[config.mk]
export PLATFORM = sky130hd
export DESIGN_NAME = oam_dma_engine
export DESIGN_NICKNAME = d
export VERILOG_FILES = /design/src/rtl/oam_dma_engine.sv
export SDC_FILE = /design/constraint.sdc
export NUM_CORES = 1
export LEC_CHECK = 0
export CAP_MARGIN = 20
export CELL_PAD_IN_SITES_DETAIL_PLACEMENT = 1
export CELL_PAD_IN_SITES_GLOBAL_PLACEMENT = 2
export CORE_MARGIN = 3
export CORE_UTILIZATION = 24
export DETAILED_ROUTE_END_ITERATION = 8
export PLACE_DENSITY_LB_ADDON = 0.1
export SLEW_MARGIN = 20
export SYNTH_ARGS = -nofsm -noshare
export SYNTH_HDL_FRONTEND = slang
export SYNTH_SLANG_ARGS = --single-unit
[constraint.sdc]
create_clock -name clk -period 4.9 [get_ports clk]
set_input_delay 0.98 -clock clk [delete_from_list [all_inputs] [get_ports clk]]
set_output_delay 0.98 -clock clk [all_outputs]
set_load 0.005 [all_outputs]
[src/rtl/oam_dma_engine.sv]
// oam_dma_engine: OAM DMA controller.
// Copies NBYTES bytes from a CPU-selected 256-byte page into OAM. An FF46
// write latches the source page, waits SETUP_CYCLES clocks, then spends
// CYC_PER_BYTE clocks on each byte slot. The OAM write happens in the last
// cycle of each slot. Source pages $E0-$FF are remapped to the WRAM echo.
//
// Optional build macro: OAM_DMA_DONE_IRQ_EN. When it is defined, done pulses
// for one cycle after the final OAM write of a completed copy. When it is
// undefined, done is tied low.
//
// Ports:
//   clk, rst             clock; synchronous active-high reset
//   reg_wr, reg_wdata    CPU write to FF46 (already decoded) and its data
//   reg_rdata            current FF46 value
//   busy                 transfer in progress (SETUP or XFER)
//   src_addr, src_rd     source read address and request (held per slot)
//   src_vram             source address lies in $8000-$9FFF
//   src_data             source read data
//   oam_addr, oam_wdata  OAM write index and data
//   oam_we               OAM write enable
//   done                 completion pulse (see macro above)
module oam_dma_engine #(
  parameter int unsigned SETUP_CYCLES = 4,
  parameter int unsigned CYC_PER_BYTE = 4,
  parameter int unsigned NBYTES       = 160
) (
  input  logic        clk,
  input  logic        rst,
  input  logic        reg_wr,
  input  logic [7:0]  reg_wdata,
  output logic [7:0]  reg_rdata,
  output logic        busy,
  output logic [15:0] src_addr,
  output logic        src_rd,
  output logic        src_vram,
  input  logic [7:0]  src_data,
  output logic [7:0]  oam_addr,
  output logic [7:0]  oam_wdata,
  output logic        oam_we,
  output logic        done
);

  localparam int SCW = (SETUP_CYCLES > 1) ? $clog2(SETUP_CYCLES) : 1;
  localparam int PW  = $clog2(CYC_PER_BYTE);

  typedef enum logic [1:0] {IDLE, SETUP, XFER} state_t;

  state_t          state_q, state_d;
  logic [7:0]      base_q;
  logic [SCW-1:0]  setup_q, setup_d;
  logic [7:0]      idx_q, idx_d;
  logic [PW-1:0]   phase_q, phase_d;
  logic [7:0]      ep;
  logic            slot_end;
  logic            last_wr;

  // Pages $E0-$FF read the WRAM echo, i.e. 32 pages lower.
  assign ep        = (base_q >= 8'hE0) ? (base_q - 8'h20) : base_q;
  assign reg_rdata = base_q;
  assign slot_end  = (phase_q == PW'(CYC_PER_BYTE - 1));
  // Final OAM write of a copy happens in this cycle.
  assign last_wr   = (state_q == XFER) && slot_end && (idx_q == 8'(NBYTES - 1));

  always_ff @(posedge clk) begin
    if (rst) begin
      state_q <= IDLE;
      base_q  <= '0;
      setup_q <= '0;
      idx_q   <= '0;
      phase_q <= '0;
    end else begin
      state_q <= state_d;
      setup_q <= setup_d;
      idx_q   <= idx_d;
      phase_q <= phase_d;
      if (reg_wr) base_q <= reg_wdata;
    end
  end

  always_comb begin
    state_d   = state_q;
    setup_d   = setup_q;
    idx_d     = idx_q;
    phase_d   = phase_q;
    busy      = 1'b0;
    src_rd    = 1'b0;
    src_addr  = '0;
    src_vram  = 1'b0;
    oam_we    = 1'b0;
    oam_addr  = '0;
    oam_wdata = 8'hFF;

    case (state_q)
      IDLE: ;
      SETUP: begin
        busy = 1'b1;
        if (setup_q == SCW'(SETUP_CYCLES - 1)) begin
          state_d = XFER;
          setup_d = '0;
          idx_d   = '0;
          phase_d = '0;
        end else begin
          setup_d = setup_q + SCW'(1);
        end
      end
      XFER: begin
        busy     = 1'b1;
        src_rd   = 1'b1;
        src_addr = {ep, 8'h00} + {8'h00, idx_q};
        src_vram = (src_addr[15:13] == 3'b100);
        phase_d  = phase_q + PW'(1);
        if (slot_end) begin
          oam_we    = 1'b1;
          oam_addr  = idx_q;
          oam_wdata = src_data;
          phase_d   = '0;
          if (last_wr) begin
            state_d = IDLE;
            idx_d   = '0;
          end else begin
            idx_d = idx_q + 8'd1;
          end
        end
      end
      default: state_d = IDLE;
    endcase

    // A register write overrides everything and restarts from SETUP; the
    // current cycle's OAM write (if any) is still issued above.
    if (reg_wr) begin
      state_d = SETUP;
      setup_d = '0;
      idx_d   = '0;
      phase_d = '0;
    end
  end

`ifdef OAM_DMA_DONE_IRQ_EN
  logic done_q;
  always_ff @(posedge clk) begin
    if (rst) done_q <= 1'b0;
    else     done_q <= last_wr && !reg_wr;
  end
  assign done = done_q;
`else
  assign done = 1'b0;
`endif

endmodule

==> After elaboration in Yosys (flattened, before gate mapping) <==
Cells that the tools add are included.
Widths: inputs -> output; s select.
{ "totals": {"input_bits": 19, "wordCells": 60, "output_inout_bits": 45, "ff_bits": 22} }
{ "classes": {"n_lt_le_gt_ge": 1, "n_addsub": 5, "muxes": 24, "eq_ne": 13, "n_bitwise": 1, "n_reduce_logical": 10} }
{ "ops": {"columns": ["operator", "count"], "rows": [
  ["$mux 8", 8],
  ["$add 16x8->16", 1],
  ["$mux 16", 1],
  ["$pmux 8 s2", 1],
  ["$mux 2", 6],
  ["$ne 3x3->1 const B", 3],
  ["$add 8x1->8 const B", 1],
  ["$eq 8x8->1 const B", 1],
  ["$ge 8x8->1 const B", 1],
  ["$ne 2x2->1 const B", 4],
  ["$reduce_and 4->1", 2],
  ["$sub 8x6->8 const B", 1],
  ["$eq 2x2->1 const B", 3],
  ["$mux 1", 6],
  ["$pmux 2 s3", 1],
  ["$add 2x1->2 const B", 2],
  ["$pmux 2 s2", 1],
  ["$reduce_or 2->1", 2],
  ["$eq 3x3->1 const B", 1],
  ["$reduce_and 3->1", 1],
  ["$eq 2x1->1 const B", 1],
  ["$logic_and 1x1->1", 2],
  ["$logic_not 2->1", 1],
  ["$reduce_and 2->1", 1],
  ["other kinds (2)", 2]
]} }

==> Logic depth before layout (Yosys ltp) <==
Gate-level depths: netlist (run 1).
{ "depth": {"word_depth": 7, "depth_mapped": 8, "ltp_nobuf": 6} }

==> Worst setup path before layout (run 1) <==
Ideal clock, no wire load.
{ "synth_path": {"kind": "register to output", "start": "reg state_q[0]", "end": "out oam_wdata[0]", "path_buffers": 1, "stages_incl_launch_ff": 6, "t_arrival_ns": 1.391, "slack_ns": 2.529, "required_time_ns": 3.920, "cell_sequence": "dfxtp_1 > inv_1 > ha_1 > clkbuf_1 > nand2_1 > or2_2"} }
{ "synth_via": {"elab_chain_len": 2} }
{ "synth_rtl": {"columns": ["item", "line", "text"], "rows": [
  ["start: declaration", "48", "state_t state_q, state_d;"],
  ["start signal: assignment", "72", "state_q <= state_d;"],
  ["$eq 2x2->1", "93", "case (state_q)"],
  ["$mux 8", "93", null],
  ["end: declaration", "38", "output logic [7:0] oam_wdata,"]
]} }
Every way passes these cells.

==> Worst setup path in the final report (run 1) <==
{ "layout_path": {"start": "reg state_q[0]", "end": "out src_addr[14]"} }
{ "layout_via": {"elab_chain_len": 2} }
{ "layout_rtl": {"columns": ["item", "line", "text"], "rows": [
  ["$eq 2x2->1", "93", null],
  ["$mux 16", "93", null],
  ["end: declaration", "33", "output logic [15:0] src_addr,"]
]} }
Every way passes these cells.

==> results of run 1 <==
==> worst paths after layout <==
kind | start | to | slack, ns | cells after the start
setup / recovery | state_q[0] | src_addr[14] | 1.59 | 6
hold reg to reg | state_q[0] | state_q[0] | 0.51 | 2
setup reg to reg | state_q[0] | idx_q[7] | 2.58 | 7
hold / removal | state_q[0] | state_q[0] | 0.51 | 2
==> through the flow <==
step | utilization | area, µm² | cells | total power, mW | setup slack (ns)
5_1_grt | 0.390 | 2070 | 287 | 0.384 | 1.37
6_report | 0.390 | 2070 | 287 | 0.362 | 1.59
3_3_place_gp | 0.382 | 2030 | 284 | 0.250 | 1.81
2_1_floorplan | - | 1360 | 161 | 0.223 | 2.53
4_1_cts | 0.390 | 2070 | 287 | 0.369 | 1.50
3_5_place_dp | 0.382 | 2030 | 284 | 0.253 | 1.78
==> flip-flops by register name (all words and copies together), names as in the netlist <==
register   count
reg_rdata      8
idx_q          8
setup_q        2
state_q        2
phase_q        2
==> metal layers <==
metal / up-vias / wire length [µm] / track usage
li1: 671 / - / -
met1: 650 / 1730 / 0.147
met2: 36 / 2210 / 0.240
met3: 2 / 179 / 0.0277
met4: 0 / 28 / 0.0405
met5: - / 0 / 0
==> report_power, final <==
part           switching [mW]  internal [mW]  total [mW]
combinational          0.0242         0.0334      0.0576
clock                  0.0590         0.0549       0.114
sequential            0.00576          0.184       0.190
==> cells in the final DEF, fill, tap and decap left out <==
| cell | n |
|---|---|
| sky130_fd_sc_hd__nor2_1 | 21 |
| sky130_fd_sc_hd__or2_1 | 1 |
| sky130_fd_sc_hd__o21ai_0 | 4 |
| sky130_fd_sc_hd__and2_1 | 14 |
| sky130_fd_sc_hd__a211oi_1 | 1 |
| sky130_fd_sc_hd__a32oi_1 | 2 |
| sky130_fd_sc_hd__nor3_1 | 2 |
| sky130_fd_sc_hd__o211ai_1 | 1 |
| sky130_fd_sc_hd__o21a_1 | 1 |
| sky130_fd_sc_hd__a31oi_1 | 4 |
| sky130_fd_sc_hd__or4b_2 | 1 |
| sky130_fd_sc_hd__mux2i_1 | 12 |
| sky130_fd_sc_hd__or4_4 | 1 |
| sky130_fd_sc_hd__clkbuf_8 | 3 |
| sky130_fd_sc_hd__dfxtp_1 | 22 |
| sky130_fd_sc_hd__o31ai_1 | 2 |
| sky130_fd_sc_hd__nand2_1 | 4 |
| sky130_fd_sc_hd__o21bai_1 | 1 |
| sky130_fd_sc_hd__ha_1 | 7 |
| sky130_fd_sc_hd__inv_1 | 6 |
| sky130_fd_sc_hd__a21oi_2 | 1 |
| sky130_fd_sc_hd__nor4bb_1 | 1 |
| sky130_fd_sc_hd__a311oi_1 | 1 |
| sky130_fd_sc_hd__conb_1 | 1 |
| sky130_fd_sc_hd__clkdlybuf4s50_1 | 62 |
| sky130_fd_sc_hd__nor4_1 | 2 |
| sky130_fd_sc_hd__xnor2_1 | 4 |
| sky130_fd_sc_hd__xor2_1 | 1 |
| sky130_fd_sc_hd__or3_4 | 1 |
| sky130_fd_sc_hd__buf_4 | 1 |
| sky130_fd_sc_hd__nand4_1 | 4 |
| sky130_fd_sc_hd__and3_1 | 9 |
| sky130_fd_sc_hd__nand3_1 | 2 |
| sky130_fd_sc_hd__nor2b_4 | 2 |
| sky130_fd_sc_hd__or2_2 | 9 |
| sky130_fd_sc_hd__nor4b_1 | 2 |
| sky130_fd_sc_hd__a21o_1 | 1 |
| sky130_fd_sc_hd__a21oi_1 | 3 |
==> cell type report <==
| class | instances | area (µm²) |
|---|---|---|
| clock buffer | 3 | 41.3 |
| fill | 630 | 3230 |
| inverter | 6 | 22.5 |
| multi-input combinational | 123 | 848 |
| sequential | 22 | 440 |
| tap | 70 | 87.6 |
| timing repair buffer | 63 | 628 |
==> worst max-delay path, cell delays in order (launching register included) <==
cell                              delay [ns]
sky130_fd_sc_hd__dfxtp_1                0.33
sky130_fd_sc_hd__inv_1                  0.09
sky130_fd_sc_hd__ha_1                   0.27
sky130_fd_sc_hd__buf_4                  0.31
sky130_fd_sc_hd__inv_1                  0.19
sky130_fd_sc_hd__a311oi_1               0.32
sky130_fd_sc_hd__clkdlybuf4s50_1        0.56
==> kinds of logic (layout without fill, tap and decap cells) <==
group                    Yosys count  count (layout)  synth area share
adder cells (fa/ha/maj)            7               7            0.0644
AO/OA/AOI/OAI                     22              22             0.109
flip-flops                        22              22             0.324
XOR/XNOR                           5               5            0.0322
buffers and inverters             16              72            0.0524
multiplexers                      12              12            0.0883
other                              1               1           0.00276
AND/OR/NAND/NOR                   76              76             0.328
==> flow_results.org, run 1 <==
** Global routing
- Maximum number of pins on one net before global-route repair :: 30
- Wire length of the first global-routing pass :: ~6.7 mm
- The total overflow left after global routing is 0.
- The number of global-route vias before repair was 1360.
- Across every metal layer, demand over resource in global routing totals 0.130.
- The number of antenna violations at the first check in global routing was 0.

** Die
- Measured along the x axis, the die boundary spans ~81 µm.
- Initial Util :: 0.256
- The region available for standard cell placement spans about 0.0053 mm².
- After floorplanning, the core was divided into 26 placement rows.
- The die covers about 0.0066 mm².
- During I/O placement, the number of pins put on the boundary was 64.
- Die height :: around 81 µm

** Place
- Routability-driven placement congestion ratio :: between 0.7 and 0.8
- Summed over all nets, the half-perimeter wirelength after detailed placement is 3.27 mm.
- Number of buffer cells added on primary ports :: slightly above 60

** Yosys
- By area the synthesized netlist is led by sky130_fd_sc_hd__dfxtp_1 32%, sky130_fd_sc_hd__mux2i_1 8.8%, sky130_fd_sc_hd__and2_1 6.4%.
- In this run the cell area of the synthesized design comes to 0.00136 mm².
- Synthesis produced a netlist whose cell count is around 160.
- Most common cell in the synthesized netlist :: sky130_fd_sc_hd__dfxtp_1
- Sequential-to-total area share from yosys stat :: 0.324
- Syn nets :: 187
- Flip-flop and latch count after synthesis :: 22
- Yosys mapped a number of flops with a built-in enable equal to 0.
- A synthesized cell averages 8.45 µm².
- Cell type with the highest aggregate area in the netlist :: sky130_fd_sc_hd__dfxtp_1
- Ranked by instance count, the synthesized netlist is headed by 22 x sky130_fd_sc_hd__dfxtp_1, 21 x sky130_fd_sc_hd__nor2_1, 14 x sky130_fd_sc_hd__and2_1.
- After synthesis, the share of flip-flops with an asynchronous set or reset is 0.
- Number of distinct library cell variants in the gate-level netlist after synthesis :: 38
- During synthesis, Yosys emitted a total of 0 warnings.
- Of the post-synthesis cell area, the dominant cell type holds 0.324.
- In the synthesized netlist the dominant register cell turns out to be sky130_fd_sc_hd__dfxtp_1.

** Timing
- Final worst hold slack :: approximately 0.51 ns
- Setup violations remaining at the end of the flow were counted as 0.
- The smallest clock period supported by the final layout is computed as ~3.3 ns.
- For this run, the top clock speed supported by timing is between 0.3 and 0.4 GHz.
- In the finished design, the share of the clock period the worst path needs comes to 0.676.
- Unrepaired setup endpoints after global routing :: no
- Max-slew headroom at the worst pin :: 0.614
- At the pin with the least slew margin, the transition time is 0.577 ns.
- Final number of max-transition violations :: 0
- Final clock skew :: ~0.0025 ns
- The number of hold violations in the final report was 0.
- Setup tns final :: 0 ns

** Clock tree
- Sink count of the clock tree :: 22
- Bufs on Longest Clock Path :: 2
- Clk Latency, worst-skew pair :: approximately 0.26 ns
- Buffer type at the clock tree root :: sky130_fd_sc_hd__clkbuf_8
- Number of gates given a new drive strength after cts :: 0
- Clock-pin slew was measured on the worst setup and hold paths at roughly 0.080 ns.
- TritonCTS built the clock tree.
- Number of buffers created by CTS :: 3
- Depth of the CTS H-tree :: 1
- Post-CTS timing repair inserted 0 buffers for setup.
- The number of hold buffers added after CTS was 0.

** Worst setup path
- Along the worst path, the maximum fanout reaches 29.
- Start-to-end type of the worst setup path :: flop to output pin
- The worst setup path is captured at an output pin.
- The worst setup path is launched from a flop.
- Critical Path AT :: around 2.3 ns
- At the worst endpoint, the required time is between 3 and 4 ns.

** Detailed routing
- Dividing the detail-routed via count by the number of cells gives between 4 and 5.
- Antenna Nets Post-Route :: 0
- The final layout contains routed wiring with a total length of roughly 4.1 mm.
- Across all layers, the routed design uses between 1000 and 1500 vias.
- Initial DRT Pass Iterations :: 4
- DRC violation total after the first TritonRoute iteration :: between 50 and 60
- In the routed design, unresolved DRC markers number 0.
- Routed length per placed instance :: 14.4 µm

** Layout
- Of the cells placed in the final design, the portion with a size suffix greater than 1 is 0.0876.
- From synthesis to final layout, the design area changed by 52.1%.
- For this run, the post-layout net count is roughly 250.
- 0 antenna diodes ended up in the layout.

** Power
- Worst voltage drop across the vdd grid :: about 89 µV
- The analysis attributes to cell leakage a power of around 0.77 nW.
- Dividing total power by cell area gives a power density of between 150 and 200 mW/mm².

** Flow run
- Max-cap viol count :: 0

** Status
- Status :: finished clean

** Worst hold path
- The min-delay analysis places its worst path in the category flop to flop.
No activity file was read; power rests on OpenSTA's default activity.
==> run 2, diff against run 1 <==
--- a/config.mk
+++ b/config.mk
@@ -9,7 +9,7 @@
 export CELL_PAD_IN_SITES_DETAIL_PLACEMENT = 1
 export CELL_PAD_IN_SITES_GLOBAL_PLACEMENT = 2
 export CORE_MARGIN = 3
-export CORE_UTILIZATION = 24
+export CORE_UTILIZATION = 22
 export DETAILED_ROUTE_END_ITERATION = 8
 export PLACE_DENSITY_LB_ADDON = 0.1
 export SLEW_MARGIN = 20
==> constraint.sdc (replaced) <==
create_clock -name clk -period 3.5 [get_ports clk]
set_input_delay 0.7 -clock clk [delete_from_list [all_inputs] [get_ports clk]]
set_output_delay 0.7 -clock clk [all_outputs]
set_load 0.005 [all_outputs]
==> flow_results.org, run 2 (synthesis results as in run 1) <==
** Layout
- Counting the fill cells in the layout gives ~730.
- Share of final-layout standard cells stronger than drive strength 1 :: 0.100
- The library cell used most frequently in the layout, excluding fill and tap cells, is sky130_fd_sc_hd__clkdlybuf4s50_1.
- Synth-to-Final Area Change :: 54.2%
- The net count of the finished layout is approximately 250.
- Summing all flip-flop and latch instances after layout gives between 400 and 500 µm².
- The number of antenna diodes in the final layout is 0.
- The library cells used most frequently in the layout, excluding fill and tap cells, are 62 x sky130_fd_sc_hd__clkdlybuf4s50_1, 22 x sky130_fd_sc_hd__dfxtp_1, 21 x sky130_fd_sc_hd__nor2_1.
- Multi-input logic area :: around 850 µm²

** Power
- In this run the static leakage power is roughly 0.78 nW.
- Power per unit of standard cell area :: roughly 240 mW/mm²
- IR analysis of the VDD net gives a maximum drop of about 120 µV.
- Summing internal, switching and leakage power gives around 500 µW.

** Worst setup path
- CP Capture Type :: output pin
- Across all register-to-register paths, the minimum setup slack is between 1 and 1.5 ns.
- Of all nets on the critical path, the largest fanout is 16.
- The critical path is of the flop to output pin type.
- For the worst setup path, the data arrival time is approximately 2.3 ns.
- Required time at the endpoint of the critical path :: 2.80 ns
- The worst setup path is launched from a flop.

** Clock tree
- TritonCTS built the clock tree.
- The clock passes through at most 2 buffers.
- After clock tree synthesis, the clock-pin slew on the worst setup and hold paths is 0.08 ns.
- Buffer type at the clock tree root :: sky130_fd_sc_hd__clkbuf_8
- Counting the buffers created by CTS gives 3.
- Number of gates given a new drive strength after cts :: 0
- The number of setup buffers added after CTS is 0.
- The later pin in the worst-skew pair is clocked with a latency of approximately 0.26 ns.
- In this run the number of H-tree levels came out at 1.
- Buffers inserted to repair hold after CTS numbered 0.
- Sink count of the clock tree :: 22

** Detailed routing
- For this block, the routed nets add up to 4.24 mm of wire.
- Initial DRT Pass Iterations :: 4
- For this run, design rule violations remaining after detail routing come to 0.
- Once detail routing completed, the nets flagged for antenna violations numbered 0.
- The routed layout has approximately 1400 vias.
- DRC violation total after the first TritonRoute iteration :: between 100 and 150
- Dividing the detail-routed via count by the number of cells gives roughly 4.7.
- Dividing the detail-routed wire length by the instance count gives between 10 and 15 µm.

** Global routing
- Maximum number of pins on one net before global-route repair :: 20
- Summed over all layers, the global routing overflow is 0.
- Wire length of the first global-routing pass :: about 7.1 mm
- Global Route Usage Sum :: 0.121
- The number of antenna violations at the first check in global routing was 0.
- Number of global-route vias before repair :: 1397

** Die
- Number of cell rows :: 28
- Ports :: 64
- In this run the vertical extent of the chip is around 85 µm.
- Core region area :: between 0.005 and 0.006 mm²
- Full die area :: between 0.007 and 0.008 mm²
- Measured along the x axis, the die boundary spans 84.6 µm.
- For this configuration, the core starts out at a cell density of 0.228.

** Timing
- Clock skew on the completed layout was measured at 0.00306 ns.
- In this run the tightest slew margin relative to its limit is 0.601.
- Final critical delay including setup and external delays :: approximately 3.0 ns
- The final number of max-transition violations came to 0.
- Setup violations remaining at the end of the flow were counted as 0.
- Unrepaired setup endpoints after global routing :: no
- Least-Margin Pin Slew :: 0.598 ns
- Crit path setup slack, layout :: 0.460 ns
- Dividing the final minimum period by the clock period gives 0.868.
- Max Fclk :: between 0.3 and 0.4 GHz
- Final worst hold slack :: 0.509 ns
- Setup tns final :: 0 ns
- Number of hold violations in the final report :: 0

** Flow run
- Across the run, the number of max-cap violations was 0.

** Worst hold path
- Type of the most critical hold path :: flop to flop

** Status
- Status :: finished clean

** Place
- Routability-driven placement congestion ratio :: just under 0.8
- After legalization and detailed placement, the total HPWL measured between 3 and 4 mm.
- Port buffering added 62 buffers.
- Pre-CTS worst setup slack :: a little under 0.7 ns
-- run 2: changes by cell type in the layout (fill, tap and decap cells not counted) --
cell	delta
sky130_fd_sc_hd__buf_4	+3
-- run 2: layout make-up --
type                       count  share of cell area
multi-input combinational    123               0.405
inverter                       6              0.0107
clock buffer                   3              0.0197
timing repair buffer          66               0.310
sequential                    22               0.210
tap                           75              0.0447
-- run 2: through the flow --
stage	utilization	cells	instance area, µm²
2_1_floorplan	-	161	1360
3_3_place_gp	0.345	292	2060
3_5_place_dp	0.345	292	2060
4_1_cts	0.352	295	2100
5_1_grt	0.352	295	2100
6_report	0.352	295	2100
-- run 2: routing by layer --
| layer | share of wire | global-route usage |
|---|---|---|
| met2 | 0.47 | 0.205 |
| met1 | 0.46 | 0.155 |
| met4 | 0.0040 | 0.0173 |
| met3 | 0.068 | 0.0353 |
| met5 | 0 | 0 |
-- run 2: final timing paths --
| kind | depth (start not counted) | to | startpoint |
|---|---|---|---|
| hold reg to reg | 2 | state_q[1] | state_q[1] |
| setup reg to reg | 7 | idx_q[2] | state_q[0] |
| hold / removal | 2 | state_q[1] | state_q[1] |
| setup / recovery | 5 | oam_wdata[5] | state_q[0] |
-- run 2: worst max-delay path, stage by stage (launching register included) --
cell and delay (ns):
sky130_fd_sc_hd__dfxtp_1 0.33, sky130_fd_sc_hd__inv_1 0.08, sky130_fd_sc_hd__ha_1 0.54, sky130_fd_sc_hd__nand2_1 0.31, sky130_fd_sc_hd__or2_2 0.36, sky130_fd_sc_hd__clkdlybuf4s50_1 0.46
-- run 2: power by group --
group / internal [mW] / switching, mW / total (mW)
sequential: 0.258 / 0.00842 / 0.266
clock: 0.0768 / 0.0809 / 0.158
combinational: 0.0481 / 0.0346 / 0.0827
total: 0.383 / 0.124 / 0.507
==> run 3, diff against run 2 <==
--- a/config.mk
+++ b/config.mk
@@ -11,6 +11,7 @@
 export CORE_MARGIN = 3
 export CORE_UTILIZATION = 22
 export DETAILED_ROUTE_END_ITERATION = 8
+export MAX_ROUTING_LAYER = met4
 export PLACE_DENSITY_LB_ADDON = 0.1
 export SLEW_MARGIN = 20
 export SYNTH_ARGS = -nofsm -noshare
==> flow_results.org, run 3 (synthesis results as in run 1) <==
** Die
- Die height :: 84.6 µm
- The die is 84.6 µm wide.
- Initial Util :: 0.228
- Ports :: 64
- The die covers 0.00716 mm².
- After floorplanning, the core was divided into 28 placement rows.
- The floorplan step defined a core boundary enclosing 0.00596 mm².

** Power
- The analysis attributes to net switching a power of between 100 and 150 µW.
- Cell leakage power :: 0.784 nW
- Power share of the clock group :: 0.313
- Of the total power, registers draw 0.524.
- Of the total power, combinational logic draws 0.163.
- Of the total power, the share spent switching nets is 0.247.
- Summing internal, switching and leakage power gives 508 µW.
- Total internal power :: about 380 µW
- Power per unit of standard cell area :: 242 mW/mm²
- IR analysis of the VDD net gives a maximum drop of around 120 µV.

** Clock tree
- CTS tree :: yes
- Post-CTS repair changed the size of 0 cells.
- For this design, the CTS-stage hold fixing added 0 buffers.
- Number of buffers created by CTS :: 3
- The later pin in the worst-skew pair is clocked with a latency of between 0.2 and 0.3 ns.
- Bufs on Longest Clock Path :: 2
- Depth of the CTS H-tree :: 1
- After clock tree synthesis, the clock-pin slew on the worst setup and hold paths is 0.08 ns.
- Buffer type at the clock tree root :: sky130_fd_sc_hd__clkbuf_8
- The tree built by TritonCTS fans out to 22 sinks.
- Buffers added to address setup during post-CTS repair amount to 0.

** Worst setup path
- Crit path max fanout :: 16
- CP Capture Type :: output pin
- Counting cells, the worst reg-to-reg path comes to 7.
- The critical path in this run is classified as flop to output pin.
- For the worst setup path, the data required time is between 2 and 3 ns.
- At the worst endpoint, the arrival time is around 2.4 ns.
- The setup check on the worst reg-to-reg path leaves a slack of 1.04 ns.
- Launching point of the worst reg2reg path :: state_q[0]
- Kind of launch point of the worst setup path :: flop
- Worst reg2reg endpoint :: idx_q[5]

** Timing
- Crit path setup slack, layout :: between 0.4 and 0.5 ns
- After layout, the minimum clock period comes to 3.05 ns.
- Final worst hold slack :: just over 0.5 ns
- In the finished design, the share of the clock period the worst path needs comes to 0.872.
- Setup repair after global routing left no endpoint under its margin.
- Max Fclk :: between 0.3 and 0.4 GHz
- Setup tns final :: 0 ns
- Max-slew headroom at the worst pin :: 0.594
- The final number of max-transition violations came to 0.
- The number of hold violations in the final report was 0.
- At the pin with the least slew margin, the transition time is about 0.61 ns.
- Finish-stage setup viols :: 0
- The clock arrives with about 0.0026 ns of skew.

** Global routing
- Global Route Usage Sum :: 0.124
- Antenna violations before repair :: 0
- For this run the aggregate overflow at the end of global routing stands at 0.
- Number of global-route vias before repair :: between 1000 and 1500
- Wire length of the first global-routing pass :: about 7.1 mm
- Entering global routing, the biggest net connects 20 pins.

** Layout
- Synth-to-Final Area Change :: 54.2%
- Summing all multi-input logic gate instances after layout gives 848 µm².
- Final core utilization :: 0.352
- In the final layout, the share of cells above drive strength 1 is 0.100.
- Final Net Count :: approximately 250
- Leaving out fill and tap cells, the most frequent cell in the layout is sky130_fd_sc_hd__clkdlybuf4s50_1.
- Number of standard cells in the final layout excluding fillers :: between 200 and 300
- N_diodes :: 0
- Commonest cells after routing, fill and taps aside :: 62 x sky130_fd_sc_hd__clkdlybuf4s50_1, 22 x sky130_fd_sc_hd__dfxtp_1, 21 x sky130_fd_sc_hd__nor2_1
- Summing all non-filler instances in the final layout gives an area of about 0.0021 mm².
- The layout has about 730 filler cells.
- Registers take around 440 µm².

** Worst hold path
- Number of cells on the worst hold path :: 2
- The worst hold path begins at state_q[1].
- Hold endpoint :: state_q[1]
- The tightest min-delay check is of the flop to flop type.

** Place
- Hpwl dp :: 3.37 mm
- Pre-CTS worst setup slack :: 0.687 ns
- Placed cell area :: 0.00206 mm²
- Routability-driven placement congestion ratio :: between 0.8 and 0.9
- Cell count after placement :: between 200 and 300
- Number of buffer cells added on primary ports :: 62

** Detailed routing
- Antenna Nets Post-Route :: 0
- In the final routed layout, each cell accounts on average for about 14 µm.
- Sum of routed wire length over all layers :: between 4 and 5 mm
- Detail-routed via count per cell :: around 4.7
- DRC violation total after the first TritonRoute iteration :: between 90 and 100
- The first detailed-routing pass ran for 6 iterations.
- Final routed DRC violation total :: 0
- Detailed routing inserted a total of around 1400 vias.

** Status
- The flow ran to the end, and the final reports show no timing, DRC or antenna violations.

** Flow run
- Max-cap violations in this run came to 0.
## run 3: power groups by stage
stage               Combinational (mW)  Sequential [mW]  Clock [mW]
floorplan                       0.0414            0.271           0
global placement                0.0812            0.272           0
detailed placement              0.0841            0.273           0
CTS                             0.0846            0.267       0.169
global route                    0.0914            0.269       0.179
finish                          0.0829            0.266       0.159
## run 3: layer usage
layer / vias up / track usage / wire length (µm)
met2: 50 / 0.204 / 1970
li1: 678 / - / -
met3: 2 / 0.0334 / 265
met4: 0 / 0.0173 / 17
met5: - / - / 0
met1: 648 / 0.156 / 1970
## run 3: cell type report
class	instances	area share
Multi-Input combinational cell	123	0.405
Timing Repair Buffer	66	0.310
Sequential cell	22	0.210
Tap cell	75	0.0447
Clock buffer	3	0.0197
Inverter	6	0.0107
## run 3: critical path: stages, from the launching register on
cell,delay [ns]
sky130_fd_sc_hd__dfxtp_1,0.33
sky130_fd_sc_hd__inv_1,0.08
sky130_fd_sc_hd__ha_1,0.55
sky130_fd_sc_hd__inv_1,0.27
sky130_fd_sc_hd__a311oi_1,0.31
sky130_fd_sc_hd__clkdlybuf4s50_1,0.55
## run 3: how the worst max path moves through the flow
stage                        end  cells after the start  startpoint  slack [ns]
detailed placement  src_addr[14]                      5  state_q[0]        0.69
floorplan           oam_wdata[0]                      5  state_q[0]        1.41
finish              src_addr[14]                      5  state_q[0]        0.45
global placement    src_addr[14]                      5  state_q[0]        0.75
CTS                 src_addr[14]                      5  state_q[0]        0.37
global route        src_addr[14]                      5  state_q[0]        0.27
